===== src/rtl/mips_seq_pkg.sv =====
// Shared types and opcode constants for the MIPS multi-cycle stage sequencer
// and related control logic.
`timescale 1ns/1ps
package mips_seq_pkg;

  // One-hot encoding so each stage enable is a single state bit; IDLE is all-zero.
  typedef enum logic [3:0] {
    IDLE = 4'b0000,
    ID   = 4'b0001,
    EX   = 4'b0010,
    MEM  = 4'b0100,
    WB   = 4'b1000
  } state_e;

  localparam logic [5:0] OP_RTYPE = 6'b000000;
  localparam logic [5:0] OP_ADDI  = 6'b001000;
  localparam logic [5:0] OP_LW    = 6'b100011;
  localparam logic [5:0] OP_SW    = 6'b101011;
  localparam logic [5:0] OP_BEQ   = 6'b000100;

  typedef enum logic [2:0] {
    CLS_R,
    CLS_LOAD,
    CLS_STORE,
    CLS_BRANCH,
    CLS_ILLEGAL
  } op_class_e;

endpackage


===== src/rtl/mips_op_classify.sv =====
// Combinational opcode classifier: maps the primary opcode field to the class
// that decides which stages an instruction visits.
`timescale 1ns/1ps
module mips_op_classify
  import mips_seq_pkg::*;
(
  input  logic [5:0] opcode_i,
  output op_class_e  op_class_o
);

  // Opcode field to stage-path class; anything unrecognised is illegal.
  always_comb begin
    op_class_o = CLS_ILLEGAL;
    case (opcode_i)
      OP_RTYPE, OP_ADDI: op_class_o = CLS_R;
      OP_LW:             op_class_o = CLS_LOAD;
      OP_SW:             op_class_o = CLS_STORE;
      OP_BEQ:            op_class_o = CLS_BRANCH;
      default:           op_class_o = CLS_ILLEGAL;
    endcase
  end

endmodule


===== src/rtl/mips_stage_sequencer.sv =====
// Multi-cycle stage sequencer: accepts one instruction, holds it in the IR,
// walks it through ID/EX/MEM/WB as its class requires, and gates the raw
// control-path write/read strobes to their own stage.
`timescale 1ns/1ps
module mips_stage_sequencer
  import mips_seq_pkg::*;
#(
  parameter int unsigned CNT_W       = 16,
  parameter int unsigned MEM_TIMEOUT = 15
) (
  input  logic             clock,
  input  logic             reset,
  input  logic             instr_valid,
  input  logic [31:0]      instrword,
  output logic             instr_ready,
  output logic [31:0]      ir,
  input  logic             ctl_regwrite,
  input  logic             ctl_memread,
  input  logic             ctl_memwrite,
  input  logic             mem_ready,
  output logic             id_en,
  output logic             ex_en,
  output logic             mem_en,
  output logic             wb_en,
  output logic             reg_write,
  output logic             mem_read,
  output logic             mem_write,
  output logic             retire,
  output logic             illegal,
  output logic             mem_fault,
  output logic [CNT_W-1:0] retired_cnt
);

  localparam logic [7:0] TIMEOUT = 8'(MEM_TIMEOUT);

  state_e           state_q, state_d;
  logic [31:0]      ir_q, ir_d;
  logic [7:0]       wait_q, wait_d;
  logic [7:0]       wait_inc;
  logic [CNT_W-1:0] retired_q, retired_d;
  logic             retire_c, illegal_c, fault_c;
  op_class_e        op_class;

  mips_op_classify u_classify (
    .opcode_i   (ir_q[31:26]),
    .op_class_o (op_class)
  );

  assign wait_inc = wait_q + 8'd1;

  // Next-state, IR load, MEM wait counting and the per-cycle event pulses.
  always_comb begin
    state_d   = state_q;
    ir_d      = ir_q;
    wait_d    = wait_q;
    retire_c  = 1'b0;
    illegal_c = 1'b0;
    fault_c   = 1'b0;
    case (state_q)
      IDLE: begin
        if (instr_valid) begin
          ir_d    = instrword;
          state_d = ID;
        end
      end
      ID: begin
        if (op_class == CLS_ILLEGAL) begin
          illegal_c = 1'b1;
          state_d   = IDLE;
        end else begin
          state_d = EX;
        end
      end
      EX: begin
        case (op_class)
          CLS_BRANCH: begin
            retire_c = 1'b1;
            state_d  = IDLE;
          end
          CLS_LOAD, CLS_STORE: begin
            wait_d  = '0;
            state_d = MEM;
          end
          default: state_d = WB;
        endcase
      end
      MEM: begin
        // mem_ready is tested before the limit so a completion on the
        // would-be timeout cycle is still a success.
        if (mem_ready) begin
          if (op_class == CLS_STORE) begin
            retire_c = 1'b1;
            state_d  = IDLE;
          end else begin
            state_d = WB;
          end
        end else begin
          wait_d = wait_inc;
          if (wait_inc == TIMEOUT) begin
            fault_c = 1'b1;
            state_d = IDLE;
          end
        end
      end
      WB: begin
        retire_c = 1'b1;
        state_d  = IDLE;
      end
      default: state_d = IDLE;
    endcase
    retired_d = retired_q + CNT_W'(retire_c);
  end

  // State, instruction register and counters; reset clears everything.
  always_ff @(posedge clock or negedge reset) begin
    if (!reset) begin
      state_q   <= IDLE;
      ir_q      <= '0;
      wait_q    <= '0;
      retired_q <= '0;
    end else begin
      state_q   <= state_d;
      ir_q      <= ir_d;
      wait_q    <= wait_d;
      retired_q <= retired_d;
    end
  end

  assign instr_ready = (state_q == IDLE);
  assign id_en       = (state_q == ID);
  assign ex_en       = (state_q == EX);
  assign mem_en      = (state_q == MEM);
  assign wb_en       = (state_q == WB);
  assign reg_write   = ctl_regwrite & wb_en;
  assign mem_read    = ctl_memread  & mem_en;
  assign mem_write   = ctl_memwrite & mem_en;
  assign retire      = retire_c;
  assign illegal     = illegal_c;
  assign mem_fault   = fault_c;
  assign ir          = ir_q;
  assign retired_cnt = retired_q;

endmodule


===== config.mk =====
export PLATFORM = sky130hd
export DESIGN_NAME = mips_stage_sequencer
export DESIGN_NICKNAME = d
export VERILOG_FILES = /design/src/rtl/mips_seq_pkg.sv /design/src/rtl/mips_op_classify.sv /design/src/rtl/mips_stage_sequencer.sv
export SDC_FILE = /design/constraint.sdc
export NUM_CORES = 1
export LEC_CHECK = 0
export BUFFER_PORTS_ARGS = -buffer_cell sky130_fd_sc_hd__buf_2
export CORE_UTILIZATION = 49
export CTS_BUF_LIST = sky130_fd_sc_hd__clkbuf_4 sky130_fd_sc_hd__clkbuf_8 sky130_fd_sc_hd__clkbuf_16
export CTS_CLUSTER_SIZE = 20
export DETAILED_ROUTE_END_ITERATION = 7
export PLACE_DENSITY = 0.8
export SLEW_MARGIN = 10
export SYNTH_ARGS = -nofsm -noshare
export SYNTH_HDL_FRONTEND = slang
export SYNTH_SLANG_ARGS = --single-unit

===== constraint.sdc =====
create_clock -name clock -period 2.6 [get_ports clock]
set_input_delay 0.13 -clock clock [delete_from_list [all_inputs] [get_ports clock]]
set_output_delay 0.13 -clock clock [all_outputs]
set_load 0.05 [all_outputs]

==> results of run 1 <==
cell usage in the layout, fill, tap and decap left out, types with 3 or more instances in the layout:
master                      n
sky130_fd_sc_hd__nor4b_4    3
sky130_fd_sc_hd__inv_1      5
sky130_fd_sc_hd__mux2_1     4
sky130_fd_sc_hd__dfrtp_1   57
sky130_fd_sc_hd__xnor2_1   10
sky130_fd_sc_hd__nor3_1     3
sky130_fd_sc_hd__nand3_1    8
sky130_fd_sc_hd__o21ai_0    5
sky130_fd_sc_hd__xor2_1     6
sky130_fd_sc_hd__buf_4      3
sky130_fd_sc_hd__nor2_1     7
sky130_fd_sc_hd__clkbuf_8  12
sky130_fd_sc_hd__o22a_1     4
sky130_fd_sc_hd__dfrtp_2    3
sky130_fd_sc_hd__and2_1     6
sky130_fd_sc_hd__buf_2     97
sky130_fd_sc_hd__mux2_2    29
sky130_fd_sc_hd__nand2_1   15
final cells by class:
type / instances / area (um2)
clock buffers: 14 / 180
clock inverters: 1 / 30.0
fillers: 396 / 1580
inverters: 5 / 18.8
multi-input cells: 134 / 1200
flip-flops and latches: 60 / 1510
well taps: 70 / 87.6
repair buffers: 102 / 538
per-stage QoR:
step | std cells | setup slack [ns]
3_3_place_gp | 370 | 0.389
6_report | 386 | 0.293
4_1_cts | 386 | 0.294
2_1_floorplan | 203 | -0.509
5_1_grt | 386 | 0.136
3_5_place_dp | 370 | 0.323
cells by family (layout without fill, tap and decap cells):
family / count (synthesis) / after routing / share of synthesized area, %
simple gates: 61 / 61 / 14.1
mux: 33 / 33 / 14.1
compound gates: 20 / 20 / 6.02
flops: 60 / 60 / 56.9
buf+inv: 9 / 122 / 1.71
xor+xnor: 16 / 16 / 5.31
fa+ha+maj: 4 / 4 / 1.90
worst max-delay path: cells and delay by family (launching register included):
kind / cells / cell delay [ns]
adder cells (fa/ha/maj): 1 / 0.23
AND/OR/NAND/NOR: 3 / 0.77
flip-flops: 1 / 0.40
AO/OA/AOI/OAI: 1 / 0.19
buffers and inverters: 1 / 0.25
sequential cells by signal (all words and copies together), names as in the netlist:
register,cells
ir,32
retired_cnt,16
wait_q,8
state_q,4
worst paths after layout:
path | slack (ns) | cells past startpoint | to | from
max | 0.29 | 6 | mem_fault | wait_q[0]$_DFFE_PN0P_
max in group asynchronous | 1.58 | 3 | state_q[3]$_DFFE_PN0P_ | reset
min | 0.02 | 2 | ir[21]$_DFFE_PN0P_ | instrword[21]
max reg2reg | 0.30 | 9 | retired_cnt[10]$_DFF_PN0_ | state_q[1]$_DFFE_PN0P_
min reg2reg | 0.46 | 1 | retired_cnt[15]$_DFF_PN0_ | retired_cnt[15]$_DFF_PN0_
min in group asynchronous | 0.48 | 3 | ir[5]$_DFFE_PN0P_ | reset
metal layers:
metal,GRT usage (%),part of all wire [%],vias to the layer above
met1,25.5,44,979
li1,-,-,941
met3,4.50,5.8,7
met4,9.88,1.4,0
met5,0,0,-
met2,30.6,49,75
power by group:
part	leakage (uW)	switching [uW]	internal, uW	total, uW
clock network	0.000110	334	538	873
logic	0.000875	798	302	1100
registers	0.000751	127	1100	1230
total	0.00174	1260	1940	3200
repair_timing:
| item | 4_1_cts | 5_1_grt |
|---|---|---|
| hold buffers | 1 | 0 |
| hold endpoints to repair | 60 | 0 |
| setup buffers | 0 | 0 |
==> results_dict.tcl, run 1 <==
set metrics [dict create \
    synth_largest_area_cell "sky130_fd_sc_hd__dfrtp_1" \
    clk_pin_slew_ns 0.07 \
    dp_hpwl_um 3770 \
    hold-worst-slack_ns 0.0166 \
    power-per-cell-area_nw_per_um2 900 \
    cts_buffer_depth 2 \
    cts.sink_count 60 \
    worst_setup_path_start_kind "register" \
    insertion_delay_ns 0.32 \
    setup_violations 0 \
    synth_area_um2 2640 \
    cellLeakagePower_uw 0.00174 \
    die_x_um 75.4 \
    num-nets-final 355 \
    ys.flop_type "sky130_fd_sc_hd__dfrtp_1" \
    gr-total-overflow 0 \
    ctsRootBufferMaster "sky130_fd_sc_hd__clkbuf_8" \
    postSynth.asyncResetShare_pct 100 \
    period_share_pct 88.7 \
    dieArea_um2 5680 \
    gp_congestion 0.843 \
    cp_slowest_cell "sky130_fd_sc_hd__dfrtp_1" \
    first_pass_grt_wire_length_um 8140 \
    worst-setup-path-type "register to primary output" \
    num_antenna_cells 0 \
    grt_usage_pct 19.5 \
    firstDrtPassIters 4 \
    cap_viol_max_count 0 \
    cp.arrival_ns 2.18 \
    final_util_pct 69.2 \
    mappedNetlistNets 246 \
    start_util_pct 51.3 \
    die_y_um 75.4 \
    worst_ep_required_time_ns 2.47 \
    initial_antenna_violation_count 0 \
    cts_h_tree_lvls 3 \
    timing.final.hold_violations 0 \
    synth_most_common_cell "sky130_fd_sc_hd__dfrtp_1" \
    num_vias 2002 \
    clock_skew_ns 0.00601 \
    grt_pass1_vias 1838 \
    final_antenna_net_count 0 \
    status "finished, final reports clean" \
    fmax_mhz 433 \
    post_cts_resize_count 0 \
    power.total_uw 3200 \
    fp.coreArea_um2 5140 \
    cts_tree "done" \
    worst_hold_path_type "primary input to register" \
    syn_to_final_growth_pct 34.8 \
    post_drt_via_cell_ratio 5.19 \
    seq_area_frac_synth_pct 56.9 \
    crit_path_end_kind "primary output" \
    rsz0062_at_grt "no" \
    synth.yosys.warnings 0 \
    timing.setup.tns_ns 0 \
    portBuffers 97 \
    row_count 26 \
    worst_rel_slew_slack_pct 51.1 \
    io_pins 98 \
    placement.cell_area_um2 3340 \
    synth_enable_flop_cells 0 \
    path_max_fanout 6 \
    cpPeakStageDelay_ns 0.40 \
    synth.cells.most_frequent "sky130_fd_sc_hd__dfrtp_1 (60), sky130_fd_sc_hd__mux2_2 (29), sky130_fd_sc_hd__nand2_1 (15)" \
    ys_seq_elements 60 \
    layout_min_cycle_time_ns 2.31 \
    slew_viol_final 0 \
    finalWirelength_um 5230 \
    synthDominantCellAreaShare_pct 56.9 \
    finalInstanceArea_um2 3560 \
    synthesis.instances 203 \
    peakVddDrop_mv 0.616 \
    post_synth_num_cell_types 37 \
    grt_start_max_net_pins 61 \
    routedWlPerCell_um 13.6 \
    timing.critical_path.cells "ha_1 -> nand3_1 -> o21ai_0 -> nor4b_1 -> and2_1 -> buf_2" \
    detail_route.iter0.violations 32 \
    final_layout_size_suffix_gt1_share_pct 53.2 \
    post_synth.cell_area_avg_um2 13.0 \
    cts-buffers-inserted 9 \
    yosys-top-cells-area "sky130_fd_sc_hd__dfrtp_1 (57%), sky130_fd_sc_hd__mux2_2 (12%), sky130_fd_sc_hd__xnor2_1 (3.3%), sky130_fd_sc_hd__nand2_1 (2.1%), sky130_fd_sc_hd__xor2_1 (2.0%)" \
    worst_pin_slew_ns 0.734 \
    drc 0 \
]
Note: power is estimated with default switching activity, not from simulation.
==> inputs of run 2 (changes only) <==
- ABC_AREA: default -> 1
- PLACE_DENSITY: 0.8 -> 0.79
==> results_dict.tcl, run 2 <==
set metrics [dict create \
    worst_rel_slew_slack_pct 51.9 \
    firstDrtPassIters 5 \
    grt_start_max_net_pins 61 \
    ys_seq_elements 60 \
    largest_reg_flops 32 \
    finalWirelength_um 6640 \
    cap_viol_max_count 0 \
    io_pins 98 \
    worst_setup_path_start_kind "register" \
    dp_hpwl_um 4280 \
    ys.flop_type "sky130_fd_sc_hd__dfrtp_1" \
    synth_largest_area_cell "sky130_fd_sc_hd__dfrtp_1" \
    worst_pin_slew_ns 0.722 \
    cts_tree "done" \
    drc 0 \
    worst-setup-path-type "register to register" \
    worst_ep_required_time_ns 2.86 \
    period_share_pct 83.7 \
    synth_area_um2 2760 \
    rsz0062_at_grt "no" \
    placed_cells_incl_taps 473 \
    grt_usage_pct 24.9 \
    status "finished, final reports clean" \
    cts-buffers-inserted 9 \
    r2r-end "retired_cnt[14]$_DFF_PN0_" \
    power-per-cell-area_nw_per_um2 1090 \
    layout_min_cycle_time_ns 2.18 \
    crit_path_end_kind "register" \
    fmax_mhz 460 \
    grt_pass1_vias 2541 \
    post_synth_num_cell_types 33 \
    final_layout_size_suffix_gt1_share_pct 33.2 \
    slew_viol_final 0 \
    detail_route.iter0.violations 116 \
    path_max_fanout 4 \
    synthesis.instances 312 \
    post_drt_via_cell_ratio 4.84 \
    synth.cells.most_frequent "sky130_fd_sc_hd__nand2_1 (130), sky130_fd_sc_hd__dfrtp_1 (60), sky130_fd_sc_hd__inv_1 (25)" \
    ctsRootBufferMaster "sky130_fd_sc_hd__clkbuf_8" \
    min-delay-start "instrword[0]" \
    die_x_um 77.1 \
    cellLeakagePower_uw 0.00210 \
    gp_congestion 0.842 \
    finish.cell_count_without_fillers 516 \
    row_count 26 \
    timing.final.ws_setup_ns 0.424 \
    final_antenna_net_count 0 \
    num_vias 2497 \
    hold-path-cell-count 3 \
    r2r_setup_slack_ns 0.42 \
    insertion_delay_ns 0.33 \
    timing.final.hold_violations 0 \
    clk_pin_slew_ns 0.07 \
    syn_to_final_growth_pct 37.8 \
    portBuffers 97 \
    rr_worst_depth 15 \
    mostFrequentLayoutCell "sky130_fd_sc_hd__nand2_1" \
    cts_h_tree_lvls 3 \
    dp_worst_setup_slack_ns 0.431 \
    cp.arrival_ns 2.43 \
    cts_buffer_depth 2 \
    synth_most_common_cell "sky130_fd_sc_hd__nand2_1" \
    post_cts_resize_count 0 \
    clock_skew_ns 0.00777 \
    initial_antenna_violation_count 0 \
    setup_violations 0 \
    first_pass_grt_wire_length_um 11500 \
    dieArea_um2 5940 \
    cts.sink_count 60 \
    num_antenna_cells 0 \
    start_util_pct 52.4 \
    peakVddDrop_mv 0.817 \
    worstReg2RegStart "ir[26]$_DFFE_PN0P_" \
    postSynth.asyncResetShare_pct 100 \
    mappedNetlistNets 355 \
    seq_area_frac_synth_pct 54.4 \
    synth_enable_flop_cells 0 \
    synthDominantCellAreaShare_pct 54.4 \
    critical_path.endpoint "retired_cnt[14]$_DFF_PN0_" \
    final_util_pct 72.2 \
    die_y_um 77.1 \
    worst_hold_path_type "primary input to register" \
    startpoint "ir[26]$_DFFE_PN0P_" \
    layout.cells.most_common_list "sky130_fd_sc_hd__nand2_1 (129), sky130_fd_sc_hd__buf_2 (97), sky130_fd_sc_hd__dfrtp_1 (60), sky130_fd_sc_hd__dlygate4sd3_1 (28), sky130_fd_sc_hd__inv_1 (24)" \
    fp.coreArea_um2 5270 \
    post-cts-setup-buffers 0 \
    fillerInstances 399 \
    placement.cell_area_um2 3350 \
    num-nets-final 485 \
    yosys-top-cells-area "sky130_fd_sc_hd__dfrtp_1 (54%), sky130_fd_sc_hd__nand2_1 (18%), sky130_fd_sc_hd__inv_1 (3.4%), sky130_fd_sc_hd__o22ai_2 (2.7%), sky130_fd_sc_hd__nor2_1 (2.4%)" \
    synth.yosys.warnings 0 \
    gr-total-overflow 0 \
    post_synth.cell_area_avg_um2 8.85 \
    finalInstanceArea_um2 3800 \
    routedWlPerCell_um 12.9 \
]
==> run 2: cell types whose count changed in the layout (fill, tap and decap cells not counted), moves of 4 or more <==
cell,delta
sky130_fd_sc_hd__mux2_1,-4
sky130_fd_sc_hd__o22ai_2,+6
sky130_fd_sc_hd__dlygate4sd3_1,+27
sky130_fd_sc_hd__nor2_1,+11
sky130_fd_sc_hd__nand2_1,+114
sky130_fd_sc_hd__nand4_1,+5
sky130_fd_sc_hd__inv_2,+6
sky130_fd_sc_hd__mux2_2,-29
sky130_fd_sc_hd__and2_1,-5
sky130_fd_sc_hd__inv_1,+19
sky130_fd_sc_hd__xnor2_1,-4
==> run 2: repair_timing <==
item / CTS / global route
hold buffers: 28 / 0
setup endpoints to repair: 0 / 0
hold endpoints to repair: 87 / 0
==> run 2: layer usage <==
layer | part of all wire (%) | vias to the layer above | track usage (%)
met2 | 49 | 91 | 40.9
li1 | - | 1234 | -
met1 | 44 | 1164 | 31.9
met3 | 5.6 | 8 | 5.95
met4 | 1.4 | 0 | 9.06
met5 | 0 | - | 0
==> run 2: stage by stage <==
step / total power [uW] / hold slack (ns) / TNS, ns
after floorplan: 2920 / -0.166 / -0.132
after global placement: 3320 / 0.321 / 0
after detailed placement: 3350 / 0.327 / 0
after CTS: 4150 / 0.000754 / 0
after global routing: 4370 / 0.0207 / 0
final: 4150 / 0.0161 / 0
==> run 2: cell type report <==
class                      count  area, um2  share of cell area, %
multi-input combinational    213       1140                   30.0
timing repair buffer         126        773                   20.3
clock buffer                  13        166                   4.38
sequential                    60       1500                   39.5
clock inverter                 2       10.0                  0.263
inverter                      32        124                   3.26
tap                           70       87.6                   2.30
==> run 2: logic make-up after synthesis <==
kind of cell | count (synthesis) | share of synthesized area, %
AND/OR/NAND/NOR | 181 | 28.2
flip-flops | 60 | 54.4
buffers and inverters | 39 | 6.66
AO/OA/AOI/OAI | 16 | 5.08
XOR/XNOR | 12 | 3.81
adder cells (fa/ha/maj) | 4 | 1.81
==> run 2: worst min path at each step <==
stage,end,slack [ns]
after floorplan,ir[0]$_DFFE_PN0P_,-0.17
after global placement,ir[19]$_DFFE_PN0P_,0.32
after detailed placement,retired_cnt[8]$_DFF_PN0_,0.33
after CTS,ir[30]$_DFFE_PN0P_,0.0008
after global routing,ir[30]$_DFFE_PN0P_,0.02
final,ir[0]$_DFFE_PN0P_,0.02
==> run 2: worst max-delay path: stages, from the launching register on <==
cell	delay, ns
sky130_fd_sc_hd__dfrtp_1	0.38
sky130_fd_sc_hd__nand2_1	0.07
sky130_fd_sc_hd__nor2_1	0.09
sky130_fd_sc_hd__nand3_1	0.12
sky130_fd_sc_hd__nor2_1	0.20
sky130_fd_sc_hd__a31oi_2	0.14
sky130_fd_sc_hd__o21ai_4	0.09
sky130_fd_sc_hd__ha_4	0.17
sky130_fd_sc_hd__ha_4	0.13
sky130_fd_sc_hd__nand2_2	0.05
sky130_fd_sc_hd__nor2_2	0.14
sky130_fd_sc_hd__nand2_1	0.08
sky130_fd_sc_hd__inv_2	0.08
sky130_fd_sc_hd__nand2_4	0.06
sky130_fd_sc_hd__nor3_2	0.14
sky130_fd_sc_hd__xor2_1	0.16
==> run 2: power by group <==
part / leakage [uW] / internal, uW / total [uW] / switching (uW)
clock: 0.0000961 / 411 / 750 / 339
sequential: 0.000773 / 1210 / 1400 / 188
combinational: 0.00123 / 427 / 2000 / 1570
==> inputs of run 3 (changes only) <==
- ABC_AREA: 1 -> 0
- PLACE_DENSITY: 0.79 -> 0.8
- clock period: 2.6 -> 2.2 ns (I/O delays scaled with it)
==> results_dict.tcl, run 3 (synthesized netlist as in run 1, its figures left out) <==
set metrics [dict create \
    worst-path-stages 9 \
    clock_skew_ns 0.00971 \
    dp_worst_setup_slack_ns -0.0862 \
    finish.cell_count_without_fillers 422 \
    largest_reg_flops 32 \
    dieArea_um2 5680 \
    post_drt_via_cell_ratio 4.94 \
    start_util_pct 51.3 \
    power-per-cell-area_nw_per_um2 997 \
    worst_setup_path_start_kind "register" \
    worst_ep_required_time_ns 2.46 \
    die_y_um 75.4 \
    placed_cells_incl_taps 382 \
    layout_min_cycle_time_ns 2.21 \
    worst_hold_path_type "primary input to register" \
    num_vias 2083 \
    grt_usage_pct 21.8 \
    timing.setup.tns_ns -0.0148 \
    fmax_mhz 452 \
    cp.arrival_ns 2.48 \
    worst_rel_slew_slack_pct 55.0 \
    slew_viol_final 0 \
    hold-path-cell-count 2 \
    cts_buffer_depth 2 \
    portBuffers 97 \
    cellLeakagePower_uw 0.00191 \
    period_share_pct 101 \
    final_antenna_net_count 0 \
    cp_slowest_cell "sky130_fd_sc_hd__dfrtp_2" \
    grt_start_max_net_pins 32 \
    failing_checks "negative setup slack" \
    fillerInstances 375 \
    finalWirelength_um 5830 \
    drc 0 \
    num_antenna_cells 0 \
    cts.sink_count 60 \
    layout.cells.most_common_list "sky130_fd_sc_hd__buf_2 (96), sky130_fd_sc_hd__dfrtp_1 (56), sky130_fd_sc_hd__mux2_2 (29), sky130_fd_sc_hd__dlygate4sd3_1 (21), sky130_fd_sc_hd__buf_4 (20)" \
    final_layout_size_suffix_gt1_share_pct 54.0 \
    num-nets-final 391 \
    cts_tree "done" \
    cts_h_tree_lvls 3 \
    cap_viol_max_count 0 \
    gr-total-overflow 0 \
    clk_pin_slew_ns 0.07 \
    gp_congestion 0.827 \
    peakVddDrop_mv 0.718 \
    dp_hpwl_um 3980 \
    timing.critical_path.mode_cell "sky130_fd_sc_hd__ha_4" \
    rr_worst_depth 9 \
    cpPeakStageDelay_ns 0.45 \
    timing.final.ws_setup_ns -0.0148 \
    hold-worst-slack_ns 0.0185 \
    path_delay_family "simple AND/OR/NAND/NOR gates" \
    grt_pass1_vias 1999 \
    r2r_setup_slack_ns -0.01 \
    row_count 26 \
    buffers_plus_inverters_on_the_worst_setup_path 0 \
    power.total_uw 3890 \
    io_pins 98 \
    detail_route.iter0.violations 61 \
    cts-buffers-inserted 9 \
    worst-setup-path-type "register to register" \
    worst_pin_slew_ns 0.675 \
    insertion_delay_ns 0.33 \
    fp.coreArea_um2 5140 \
    timing.critical_path.cells "nor4b_4 -> nand2_2 -> o21ai_4 -> ha_4 -> ha_4 -> nand3_4 -> or3_4 -> nor2_4 -> xor2_1" \
    syn_to_final_growth_pct 47.9 \
    setup_violations 1 \
    crit_path_end_kind "register" \
    first_pass_grt_wire_length_um 9020 \
    mostFrequentLayoutCell "sky130_fd_sc_hd__buf_2" \
    firstDrtPassIters 4 \
    ctsRootBufferMaster "sky130_fd_sc_hd__clkbuf_8" \
    die_x_um 75.4 \
    routedWlPerCell_um 13.8 \
    status "finished, violations left" \
    path_max_fanout 4 \
    initial_antenna_violation_count 0 \
    timing.final.hold_violations 0 \
    rsz0062_at_grt "yes" \
]
-- run 3: changes by cell type in the layout (fill, tap and decap cells not counted), sizes merged, moves of 5 or more --
cell         before  now
nand2           134   15
mux2              0   33
inv              31    5
buf              98  116
nor2             22    7
dlygate4sd3      28   21
nor4b             0    6
o22ai             6    0
and2              1    6
nand4             5    0
-- run 3: power breakdown --
part           internal (uW)  switching, uW
clock                    640            414
sequential              1300            143
combinational            416            979
-- run 3: what timing repair did --
item	in CTS	in global routing
resized for setup	4	5
pin swaps	5	5
endpoints found under the setup margin	4	8
setup buffers	1	3
hold endpoints to repair	49	0
hold buffers	21	0
-- run 3: final cells by class --
class | count | area (um2) | area share (%)
inverters | 5 | 18.8 | 0.481
multi-input cells | 134 | 1230 | 31.6
clock buffers | 10 | 131 | 3.37
flip-flops and latches | 60 | 1510 | 38.6
clock inverters | 5 | 77.6 | 1.99
repair buffers | 138 | 848 | 21.7
well taps | 70 | 87.6 | 2.24
-- run 3: metal layers --
| metal | track usage [%] | routed length (um) |
|---|---|---|
| met2 | 36.4 | 2940 |
| met4 | 11.3 | 108 |
| met1 | 25.5 | 2430 |
| met5 | 0 | 0 |
| met3 | 6.61 | 358 |
-- run 3: worst paths after layout --
| check | from | to |
|---|---|---|
| worst max-delay path | state_q[1]$_DFFE_PN0P_ | retired_cnt[10]$_DFF_PN0_ |
| worst min-delay path | instrword[25] | ir[25]$_DFFE_PN0P_ |
| worst max register to register | state_q[1]$_DFFE_PN0P_ | retired_cnt[10]$_DFF_PN0_ |
| worst min register to register | retired_cnt[15]$_DFF_PN0_ | retired_cnt[15]$_DFF_PN0_ |
| max in group asynchronous | reset | retired_cnt[6]$_DFF_PN0_ |
| min in group asynchronous | reset | retired_cnt[13]$_DFF_PN0_ |
-- run 3: through the flow --
step | util, % | cell area, um2
final | 75.9 | 3900
after global routing | 75.9 | 3900
after CTS | 75.0 | 3850
after detailed placement | 66.3 | 3410
after global placement | 66.3 | 3410
after floorplan | - | 2740
